[src/rtl/instr_mem_pkg.sv]
// Shared types, defaults and the power-on image for the instruction memory.
// Used by both the ROM build and the INSTR_MEM_PROG_EN programmable build.
package instr_mem_pkg;

  localparam int unsigned DEPTH_DEFAULT = 256;
  localparam int unsigned WORD_BYTES    = 4;

  typedef logic [7:0]  instr_byte_t;
  typedef logic [31:0] instr_word_t;

  function automatic instr_byte_t default_byte(
    input int unsigned i
  );
    return i[7:0];
  endfunction

endpackage

[src/rtl/instr_mem_byte_array.sv]
// Byte storage with async restore of the default image and one write port.
// Four combinational read ports feed the big-endian word assembly.
module instr_mem_byte_array
  import instr_mem_pkg::*;
#(
  parameter int unsigned DEPTH = DEPTH_DEFAULT,
  parameter int unsigned AW    = $clog2(DEPTH)
) (
  input  logic                    clk_i,
  input  logic                    rst_i,
  input  logic                    we_i,
  input  logic [AW-1:0]           waddr_i,
  input  instr_byte_t             wdata_i,
  input  logic [3:0][AW-1:0]      raddr_i,
  output instr_byte_t [3:0]       rdata_o
);

  instr_byte_t mem_q [DEPTH];

  always_ff @(posedge clk_i or posedge rst_i) begin
    if (rst_i) begin
      for (int unsigned i = 0; i < DEPTH; i++) begin
        mem_q[AW'(i)] <= default_byte(i);
      end
    end else if (we_i) begin
      mem_q[waddr_i] <= wdata_i;
    end
  end

  // Reads see mem_q directly, so a write shows up right after its edge.
  for (genvar k = 0; k < 4; k++) begin : g_rd
    assign rdata_o[k] = mem_q[raddr_i[k]];
  end

endmodule

[src/rtl/instruction_mem.sv]
// Byte-addressed instruction memory, big-endian combinational word fetch.
// Define INSTR_MEM_PROG_EN for the byte write port; otherwise a fixed ROM.
module instruction_mem
  import instr_mem_pkg::*;
#(
  parameter int unsigned DEPTH = DEPTH_DEFAULT
) (
  input  logic                     clk,
  input  logic                     rst,
  input  logic [31:0]              addr,
`ifdef INSTR_MEM_PROG_EN
  input  logic                     prog_we,
  input  logic [$clog2(DEPTH)-1:0] prog_addr,
  input  logic [7:0]               prog_data,
`endif
  output logic [31:0]              out
);

  localparam int unsigned AW = $clog2(DEPTH);

  logic [3:0][32:0]   baddr;
  logic [3:0]         in_rng;
  logic [3:0][AW-1:0] ridx;
  instr_byte_t [3:0]  rbyte;
  instr_byte_t [3:0]  obyte;

  // 33-bit sums so addr near 2^32 never wraps back into the array.
  always_comb begin
    for (int k = 0; k < WORD_BYTES; k++) begin
      baddr[k]  = {1'b0, addr} + 33'(k);
      in_rng[k] = baddr[k] < 33'(DEPTH);
      ridx[k]   = baddr[k][AW-1:0];
      obyte[k]  = in_rng[k] ? rbyte[k] : 8'h00;
    end
  end

  assign out = {obyte[0], obyte[1], obyte[2], obyte[3]};

`ifdef INSTR_MEM_PROG_EN
  instr_mem_byte_array #(
    .DEPTH (DEPTH),
    .AW    (AW)
  ) u_array (
    .clk_i   (clk),
    .rst_i   (rst),
    .we_i    (prog_we),
    .waddr_i (prog_addr),
    .wdata_i (prog_data),
    .raddr_i (ridx),
    .rdata_o (rbyte)
  );
`else
  always_comb begin
    for (int k = 0; k < WORD_BYTES; k++) begin
      rbyte[k] = default_byte(32'(ridx[k]));
    end
  end

  // Clock and reset are kept on the port list but have no role in a ROM.
  logic unused_clk_rst;
  assign unused_clk_rst = clk ^ rst;
`endif

endmodule

[config.mk]
export PLATFORM = sky130hd
export DESIGN_NAME = instruction_mem
export DESIGN_NICKNAME = d
export VERILOG_FILES = /design/src/rtl/instr_mem_pkg.sv /design/src/rtl/instr_mem_byte_array.sv /design/src/rtl/instruction_mem.sv
export SDC_FILE = /design/constraint.sdc
export NUM_CORES = 1
export LEC_CHECK = 0
export BUFFER_PORTS_ARGS = -buffer_cell sky130_fd_sc_hd__buf_4
export CAP_MARGIN = 20
export CORE_MARGIN = 5
export CORE_UTILIZATION = 45
export DETAILED_ROUTE_END_ITERATION = 12
export GPL_TIMING_DRIVEN = 0
export PLACE_DENSITY = 0.7
export REMOVE_ABC_BUFFERS = 1
export SLEW_MARGIN = 20
export SYNTH_ARGS = -nofsm -noshare
export SYNTH_HDL_FRONTEND = slang
export SYNTH_SLANG_ARGS = --single-unit
[constraint.sdc]
create_clock -name vclk -period 8.9
set_input_delay 1.78 -clock vclk [all_inputs]
set_output_delay 1.78 -clock vclk [all_outputs]
set_load 0.005 [all_outputs]
==> impl_metrics.ini <==
[floorplan]
num_io_pins = 66
rows = 26
dieArea_mm2 = 0.00677
die_h_um = 82.3
die_w_um = 82.3
core_mm2 = 0.00511
initial_core_util_pct = 46.0

[setup_path]
critPathSlowestCell = nand4_1
cp_top_family = compound AO/OA/AOI/OAI gates
cp.arrival_ns = 4.70
path_max_fanout = 15
worstSetupStartpointType = input port
cp_common_cell = buf_4
critPathBufInv = 2
required_ns = 7.12
cp-end-kind = output pin
crit_chain = buf_4 -> nand4_1 -> o31a_1 -> o32a_1 -> a221o_1 -> a2111oi_4 -> nand4_2 -> nor3_1 -> buf_4
criticalPathCategory = in -> out
max_stage_delay_ns = 0.50

[grt]
antenna_found_initial = 0
gr-usage-all-layers_pct = 28.5
grt_max_degree = 17
grt_overflow = 0
grt_pass1_vias = 2831
busiest_layer = met2
grt_use_met1_pct = 40.3
grt_use_met2_pct = 44.4
met3_usage_pct = 3.36
grt_pass1_wl_mm = 15.2

[timing]
maxSlewHeadroom_pct = 47.3
fmax_ghz = 0.154
setup_viol = 0
rsz0062_at_grt = false
finalMaxSlewViolations = 0
worst_pin_slew_ns = 0.784
fin_crit_sh_pct = 72.8
hold_viol = 0
setup_ws_ns = 2.42
period_needed_ns = 6.48
setup_tns_ns = 0

[place]
dp_cells = 461
place_area_mm2 = 0.00274
gp_congestion = 1.00
hpwlAfterDp_mm = 7.32
io_buffer_count = 64
preCtsSetupSlack_ns = 2.56

[layout]
seq_cell_count = 0
area_growth_pct = 16.4
multi_input_area_mm2 = 0.00214
final.clkbuf_count = 0
final-seq-area_um2 = 0
final_area_mm2 = 0.00274
final_cells = 461
layout-drive-gt1-share_pct = 20.5
num_antenna_cells = 0
final_common_cell = buf_4
finalNetCount = 431
fillCellCount = 541
layout_common_cells = 64 x buf_4, 40 x nor3_1, 24 x nand3_1

[logic_synthesis]
yosys.area_share.simple_pct = 53.2
synth_cells = 362
synth-xor-area-share_pct = 14.5
synth_top_family_by_area = simple AND/OR/NAND/NOR gates
syn_avg_cell_area_um2 = 6.49
netlist-cell-type-count = 55
seq_area_frac_synth_pct = 0
synth_compound_area_share_pct = 19.6
synth_adder_area_share_pct = 2.13
synth_area_mm2 = 0.00235
synthMuxAreaShare_pct = 1.76
yosys_warnings = 0

[job]
cap_violations = 0

[detailed_routing]
drcViolationCount = 0
ant_nets = 0
wirelength_mm = 9.55
viasPerCell = 6.91
drt_first_iter_violations = 337
first_pass_iters = 5
avgRoutedWirePerCell_um = 20.7
num_vias = 3185

[clocking]
cts_hold_buf = 0
cts_resized = 0
cts_setup_buffers = 0

[worst_hold_path]
hold_path_class = in -> out

[power_and_ir_drop]
leakagePower_nw = 0.909
p_per_area_mw_per_mm2 = 29.4
irDropWorstVdd_mv = 0.0196
total_power_mw = 0.0805

[outcome]
status = finished clean
## per-layer routing
layer	vias up	routed length (um)
met5	-	0
met4	0	315
met3	37	1050
met2	225	4280
met1	1460	3900
li1	1463	-
## power by group
part           internal (mW)  switching [mW]  total, mW
combinational         0.0286          0.0518     0.0805
clock                      0               0          0
sequential                 0               0          0
## synth_stat cells (7+ instances only)
cell type / count / area (um^2)
a21oi_1: 9 / 45.0
and2_1: 7 / 43.8
and3_1: 7 / 43.8
and4_1: 12 / 105
buf_2: 10 / 50.1
clkbuf_1: 16 / 60.1
inv_1: 7 / 26.3
nand2_1: 23 / 86.3
nand3_1: 24 / 120
nand4_1: 21 / 131
nor2_1: 23 / 86.3
nor3_1: 40 / 200
nor4_1: 15 / 93.8
o21ai_0: 14 / 70.1
o31ai_1: 8 / 60.1
or3_1: 11 / 68.8
xnor2_1: 23 / 201
xor2_1: 16 / 140
## worst paths after layout
check | startpoint | end | slack, ns | cells after the start
min | addr[1] | out[9] | 3.86 | 3
max | addr[8] | out[14] | 2.42 | 9
## area by class of cell
cell class | instances | area share, %
multi-input combinational | 320 | 78.3
tap | 70 | 3.20
inverter | 7 | 0.960
timing repair buffer | 64 | 17.6
## through the flow
step	hold slack (ns)	utilization, %
floorplan	3.59	-
global placement	3.86	53.6
detailed placement	3.86	53.6
CTS	3.86	53.6
global route	3.88	53.6
finish	3.86	53.6
## cells by family (layout without fill, tap and decap cells)
group,Yosys count,in the layout
AOI/OAI and AO/OA,64,64
and+or+nand+nor,209,209
buffers and inverters,42,71
adders and majority gates,4,4
xor gates and xnor gates,39,39
muxes,4,4
## worst min-delay path, stage by stage
cell and delay, ns:
buf_4 0.11, nor3_1 0.05, buf_4 0.13
(Power assumes the default switching activity.)
